[config.mk]
export PLATFORM = sky130hd
export DESIGN_NAME = noc_xbar_router
export DESIGN_NICKNAME = d
export VERILOG_FILES = /design/src/rtl/noc_pkg.sv /design/src/rtl/noc_fifo.sv /design/src/rtl/noc_xbar_router.sv
export SDC_FILE = /design/constraint.sdc
export NUM_CORES = 2
export LEC_CHECK = 0
export ABC_AREA = 1
export CAP_MARGIN = 10
export CORE_AREA = 3 3 355 357
export DETAILED_ROUTE_END_ITERATION = 12
export DIE_AREA = 0 0 358 360
export HOLD_SLACK_MARGIN = 0.15
export PLACE_DENSITY = 0.65
export SYNTH_ARGS = -nofsm -noshare
export SYNTH_HDL_FRONTEND = slang
export SYNTH_SLANG_ARGS = --single-unit
[constraint.sdc]
create_clock -name clk -period 3.9 [get_ports clk]
set_clock_uncertainty 0.2 [all_clocks]
set_input_delay 0.78 -clock clk [delete_from_list [all_inputs] [get_ports clk]]
set_output_delay 0.78 -clock clk [all_outputs]
set_load 0.1 [all_outputs]
[src/rtl/noc_pkg.sv]
// Shared constants and helpers for the NoC crossbar router.
// Default geometry: 16 ports, 8-bit flits, 4-deep input FIFOs.
// A flit carries its destination in the low bits and its source tag directly above.
package noc_pkg;

  localparam int NOC_NPORTS     = 16;
  localparam int NOC_DW         = 8;
  localparam int NOC_FIFO_DEPTH = 4;

  // Destination field always starts at bit 0 of the flit.
  localparam int NOC_DST_LSB = 0;

  // Number of bits needed to address n ports (ceil(log2(n))).
  function automatic int noc_addr_w(input int n);
    int w;
    w = 0;
    for (int i = 0; i < 31; i++) begin
      if ((1 << i) < n) w = i + 1;
    end
    return w;
  endfunction

  // Source tag sits immediately above the destination field.
  function automatic int noc_src_lsb(input int aw);
    return NOC_DST_LSB + aw;
  endfunction

  // Source tag position for the default port count.
  localparam int NOC_SRC_LSB = NOC_DST_LSB + noc_addr_w(NOC_NPORTS);

endpackage

[src/rtl/noc_fifo.sv]
// Synchronous input FIFO holding flits for one router input.
// Latency: a pushed flit is visible on head the cycle after the push edge.
// Backpressure: push is ignored while full (registered); pop is ignored while empty.
module noc_fifo
  import noc_pkg::*;
#(
  parameter int DW    = NOC_DW,
  parameter int DEPTH = NOC_FIFO_DEPTH
) (
  input  logic          clk,
  input  logic          reset,
  input  logic          push,
  input  logic          pop,
  input  logic [DW-1:0] din,
  output logic [DW-1:0] head,
  output logic          full,
  output logic          empty
);

  localparam int PW = (DEPTH > 1) ? $clog2(DEPTH) : 1;
  localparam int CW = PW + 1;

  logic [DW-1:0] mem [DEPTH];
  logic [PW-1:0] wr_ptr;
  logic [PW-1:0] rd_ptr;
  logic [CW-1:0] count;
  logic [CW-1:0] count_nxt;
  logic          do_push;
  logic          do_pop;

  // Full comes from the pre-edge occupancy, so a same-cycle pop cannot admit a write.
  assign do_push = push && !full;
  assign do_pop  = pop && !empty;
  assign empty   = (count == '0);
  assign head    = mem[rd_ptr];

  // Next occupancy, used to register the full flag.
  always_comb begin
    count_nxt = count;
    if (do_push && !do_pop) begin
      count_nxt = count + CW'(1);
    end else if (!do_push && do_pop) begin
      count_nxt = count - CW'(1);
    end
  end

  // Flit storage; contents are only observed once the FIFO is non-empty.
  always_ff @(posedge clk) begin
    if (do_push) begin
      mem[wr_ptr] <= din;
    end
  end

  // Pointers wrap naturally because DEPTH is a power of two.
  always_ff @(posedge clk or negedge reset) begin
    if (!reset) begin
      wr_ptr <= '0;
      rd_ptr <= '0;
      count  <= '0;
      full   <= 1'b0;
    end else begin
      if (do_push) wr_ptr <= wr_ptr + PW'(1);
      if (do_pop)  rd_ptr <= rd_ptr + PW'(1);
      count <= count_nxt;
      full  <= (count_nxt == CW'(DEPTH));
    end
  end

endmodule

[src/rtl/noc_xbar_router.sv]
// Single-flit-packet crossbar: per-input FIFOs, per-output arbiter, registered outputs.
// Latency: flit written at edge k appears on datao/valid_o after edge k+1.
// Backpressure: none on outputs; writes to a full input are dropped and flagged on ovf_o.
// Build option: define NOC_RR_ARB_EN for round-robin arbitration, otherwise lowest input wins.
module noc_xbar_router
  import noc_pkg::*;
#(
  parameter int NPORTS     = NOC_NPORTS,
  parameter int DW         = NOC_DW,
  parameter int FIFO_DEPTH = NOC_FIFO_DEPTH
) (
  input  logic                 clk,
  input  logic                 reset,
  input  logic [NPORTS*DW-1:0] data_i,
  input  logic [NPORTS-1:0]    wr_i,
  output logic [NPORTS*DW-1:0] datao,
  output logic [NPORTS-1:0]    valid_o,
  output logic [NPORTS-1:0]    full_o,
  output logic [NPORTS-1:0]    ovf_o
);

  localparam int AW = noc_addr_w(NPORTS);

  logic [DW-1:0]     head     [NPORTS];
  logic [AW-1:0]     head_dst [NPORTS];
  logic [NPORTS-1:0] empty;
  logic [NPORTS-1:0] pop;
  logic [NPORTS-1:0] req      [NPORTS];
  logic [NPORTS-1:0] gnt_vld;
  logic [AW-1:0]     gnt_idx  [NPORTS];

`ifdef NOC_RR_ARB_EN
  logic [AW-1:0]     rr       [NPORTS];
`endif

  // One FIFO per input; its own full flag gates the write.
  for (genvar p = 0; p < NPORTS; p++) begin : g_in
    noc_fifo #(
      .DW    (DW),
      .DEPTH (FIFO_DEPTH)
    ) u_fifo (
      .clk   (clk),
      .reset (reset),
      .push  (wr_i[p]),
      .pop   (pop[p]),
      .din   (data_i[p*DW +: DW]),
      .head  (head[p]),
      .full  (full_o[p]),
      .empty (empty[p])
    );
    assign head_dst[p] = head[p][NOC_DST_LSB +: AW];
  end

  // Request matrix: req[o][i] when input i holds a head flit bound for output o.
  always_comb begin
    for (int o = 0; o < NPORTS; o++) begin
      req[o] = '0;
      for (int i = 0; i < NPORTS; i++) begin
        req[o][i] = !empty[i] && (head_dst[i] == AW'(o));
      end
    end
  end

  // Per-output arbiter: scan inputs from the start point with wrap, take the first requester.
  always_comb begin
    logic [AW-1:0] idx;
    logic          found;
    idx   = '0;
    found = 1'b0;
    for (int o = 0; o < NPORTS; o++) begin
      gnt_vld[o] = 1'b0;
      gnt_idx[o] = '0;
      found      = 1'b0;
      for (int k = 0; k < NPORTS; k++) begin
`ifdef NOC_RR_ARB_EN
        idx = rr[o] + AW'(k);
`else
        idx = AW'(k);
`endif
        if (!found && req[o][idx]) begin
          found      = 1'b1;
          gnt_vld[o] = 1'b1;
          gnt_idx[o] = idx;
        end
      end
    end
  end

  // A head targets one output only, so each FIFO sees at most one pop per cycle.
  always_comb begin
    pop = '0;
    for (int o = 0; o < NPORTS; o++) begin
      if (gnt_vld[o]) pop[gnt_idx[o]] = 1'b1;
    end
  end

  // Crossbar output registers: granted head flit, or zeros when the output is idle.
  always_ff @(posedge clk or negedge reset) begin
    if (!reset) begin
      datao   <= '0;
      valid_o <= '0;
    end else begin
      for (int o = 0; o < NPORTS; o++) begin
        valid_o[o]          <= gnt_vld[o];
        datao[o*DW +: DW]   <= gnt_vld[o] ? head[gnt_idx[o]] : '0;
      end
    end
  end

  // Overflow pulse one cycle after a write hits a full FIFO.
  always_ff @(posedge clk or negedge reset) begin
    if (!reset) begin
      ovf_o <= '0;
    end else begin
      ovf_o <= wr_i & full_o;
    end
  end

`ifdef NOC_RR_ARB_EN
  // Round-robin pointers move just past the last granted input; idle outputs keep theirs.
  always_ff @(posedge clk or negedge reset) begin
    if (!reset) begin
      for (int o = 0; o < NPORTS; o++) rr[o] <= '0;
    end else begin
      for (int o = 0; o < NPORTS; o++) begin
        if (gnt_vld[o]) rr[o] <= gnt_idx[o] + AW'(1);
      end
    end
  end
`endif

endmodule
==> impl_metrics.py <==
metrics = {
    "global_routing": {
        "grt_pass1_wl_mm": 318.4,
        "grt_max_degree": 81,
        "track_usage_pct": 33.84,
        "antenna_found_initial": 8,
        "grt_pass1_vias": 47572,
        "grt_overflow_total": 0,
    },
    "drt": {
        "first_iter_violations": 5996,
        "viasPerCell": 5.451,
        "wl_per_cell_um": 24.08,
        "drc": 0,
        "wirelength_mm": 227.4,
        "first_pass_iters": 9,
        "antenna_left": 0,
        "vias": 51480,
    },
    "floorplanning": {
        "row_count": 129,
        "ioPinCount": 322,
        "chipWidth_um": 358,
        "dieArea_mm2": 0.1289,
        "die_h_um": 360,
        "initial_core_util_pct": 39.93,
        "coreArea_mm2": 0.1233,
    },
    "setup_path": {
        "critPathKind": "reg2reg",
        "worstPathArrival_ns": 4.60,
        "cp_slowest_stage_delay_ns": 0.47,
        "slowest_stage": "dfrtp_2",
        "r2r_setup_slack_ns": -0.26,
        "path_max_fanout": 7,
        "required_ns": 4.34,
        "cpLargestDelayFamily": "simple AND/OR/NAND/NOR gates",
        "crit_buf_inv": 6,
        "endpoint_kind": "flop",
        "crit_top_cell": "nor2_4",
        "crit_path_start_kind": "flop",
    },
    "sta": {
        "final_hold_viol_count": 0,
        "worst-slew-pin-transition_ns": 1.151,
        "fin_crit_ns": 4.157,
        "drv_slew": 0,
        "slew_headroom_pct": 23.18,
        "setup_ws_ns": -0.2571,
        "max_freq_mhz": 240.6,
        "rsz0062_at_grt": "yes",
        "timing.final.crit_share_pct": 106.6,
        "setup_violations": 49,
        "timing.hold.ws_ns": 0.2661,
    },
    "final_layout": {
        "utilization_pct": 56.71,
        "fillers": 11197,
        "instances_no_fill": 9444,
        "mostFrequentLayoutCell": "nand2_1",
        "final_cell_mix": "nand2_1, buf_4, nor2_1",
        "drive_gt1_share_pct": 31.23,
        "nets": 7986,
        "area_growth_pct": 42.03,
    },
    "synthesis": {
        "ys_warn_count": 0,
        "ys_async_sr_fraction_pct": 36.00,
        "synth-edff-count": 512,
        "synth.yosys.seq_area_share_pct": 45.87,
        "yosysUniqueCellTypes": 63,
        "synth_seq_cells": 800,
        "synthCells": 6289,
        "avgSynthCellArea_um2": 7.829,
        "netlist_area_mm2": 0.04923,
        "synth_flop_cell": "edfxtp_1",
    },
    "cts": {
        "clkTransAtPathRegs_ns": 0.06,
        "cts-root-buf": "clkbuf_16",
        "cts_max_path_buffers": 3,
        "cts_tree": "done",
        "cts_made_buffers": 87,
        "clock_latency_ns": 0.73,
        "h-tree-depth": 3,
        "clock_sinks": 800,
    },
    "placed_design": {
        "place_ws_ns": -0.4860,
        "gp_congestion": 1.085,
        "dp_cells": 9090,
        "dp_hpwl_mm": 170.7,
        "numPortBuffers": 321,
    },
    "run_status": {
        "violations": "setup timing",
        "status": "finished, violations left",
    },
    "flow_run": {
        "drv_cap": 0,
    },
    "worst_hold_path": {
        "hp-class": "reg2reg",
    },
}
## per-layer routing
metal / share of wire (%) / GRT usage (%)
met2: 43 / 51.65
met5: 0.022 / 0
met1: 39 / 44.07
met4: 7.1 / 18.21
met3: 10 / 8.507
## repair_timing
action                     in CTS  in global routing
hold endpoints to repair       73                  0
pin swaps                     109                363
gates resized for setup       284                863
buffers inserted               59                113
setup endpoints to repair     104                123
gates cloned                    6                 18
hold buffers                    1                  0
## synth_stat cells, drive strengths merged (15+ instances only)
library cell	n	share of area, %
nand2	1700	13
nor2	967	8.1
inv	811	6.2
edfxtp	512	31
nand3	479	5.0
dfrtp	288	15
o21ai	267	2.8
or2	208	2.6
nand4	198	2.9
buf	127	1.9
a21oi	121	1.2
ha	112	2.8
nor3	106	1.2
a32oi	97	1.7
o22ai	60	0.76
clkbuf	57	0.43
xor2	53	0.94
o211ai	29	0.45
nor4	16	0.25
clkinv	15	0.13
## registers in the layout (all words and copies together), names as in the netlist
register and count:
g_in.u_fifo.full 16, g_in.u_fifo.count 48, g_in.u_fifo.mem 512, g_in.u_fifo.rd_ptr 32
valid_o 16, g_in.u_fifo.wr_ptr 32, ovf_o 16, datao 128
## cell families (layout without fill, tap and decap cells)
kind of cell	after synthesis	in the layout	share of synthesized area [%]
simple gates	3694	3699	33.94
compound gates	615	615	7.649
buf+inv	1010	2488	8.674
xor+xnor	56	56	0.9962
fa+ha+maj	112	112	2.846
flops	800	800	45.87
mux	1	1	0.02287
other cells	1	36	0.007617
## path summary, 6_finish.rpt
path                                           start                        end  cells past startpoint
max                         g_in[1].u_fifo.rd_ptr[0]                  datao[60]                     27
min                        g_in[10].u_fifo.rd_ptr[1]  g_in[10].u_fifo.rd_ptr[1]                      1
max reg2reg                 g_in[1].u_fifo.rd_ptr[0]                  datao[60]                     27
min reg2reg                g_in[10].u_fifo.rd_ptr[1]  g_in[10].u_fifo.rd_ptr[1]                      1
max in group asynchronous                      reset                 datao[103]                      3
min in group asynchronous                      reset  g_in[11].u_fifo.wr_ptr[1]                      2
## metrics by stage
stage	instance area [µm²]	TNS, ns
final	69930	-4.604
after global routing	69920	-14.37
after CTS	65780	-2.375
after detailed placement	61230	-24.19
after global placement	61230	-19.85
after floorplan	49350	0
## worst reg2reg max path, stage by stage (launching register included)
cell and delay [ns]:
dfrtp_2 0.47, buf_6 0.15, buf_6 0.11, nand2_2 0.05
nand3_2 0.08, nand2_4 0.08, buf_6 0.13, nand2_4 0.06
nor2_4 0.05, nand2_2 0.10, nand2_4 0.07, nor2_4 0.11
nand4_1 0.21, nor2_4 0.21, nand4_1 0.18, nor2_2 0.15
nand4_1 0.23, nor2_4 0.29, nor2_4 0.10, nand2_4 0.13
clkinvlp_4 0.19, buf_4 0.18, nand2_1 0.06, nand3_1 0.07
nand2_1 0.08, nand3_2 0.10, nor2_4 0.12, buf_6 0.13
## cell type report
cell class	count	area, µm²	area share [%]
well taps	1637	2048	2.929
clock inverters	54	684.4	0.9788
repair inverters	9	70.07	0.1002
flip-flops and latches	800	22600	32.32
clock buffers	110	2365	3.382
diodes	4	10.01	0.01431
inverters	826	3297	4.715
multi-input cells	4515	25890	37.02
repair buffers	1489	12970	18.54
Power is left out: the tool's default activity adds up to more than one toggle a clock period on the data nets, which glitch-free logic cannot reach.
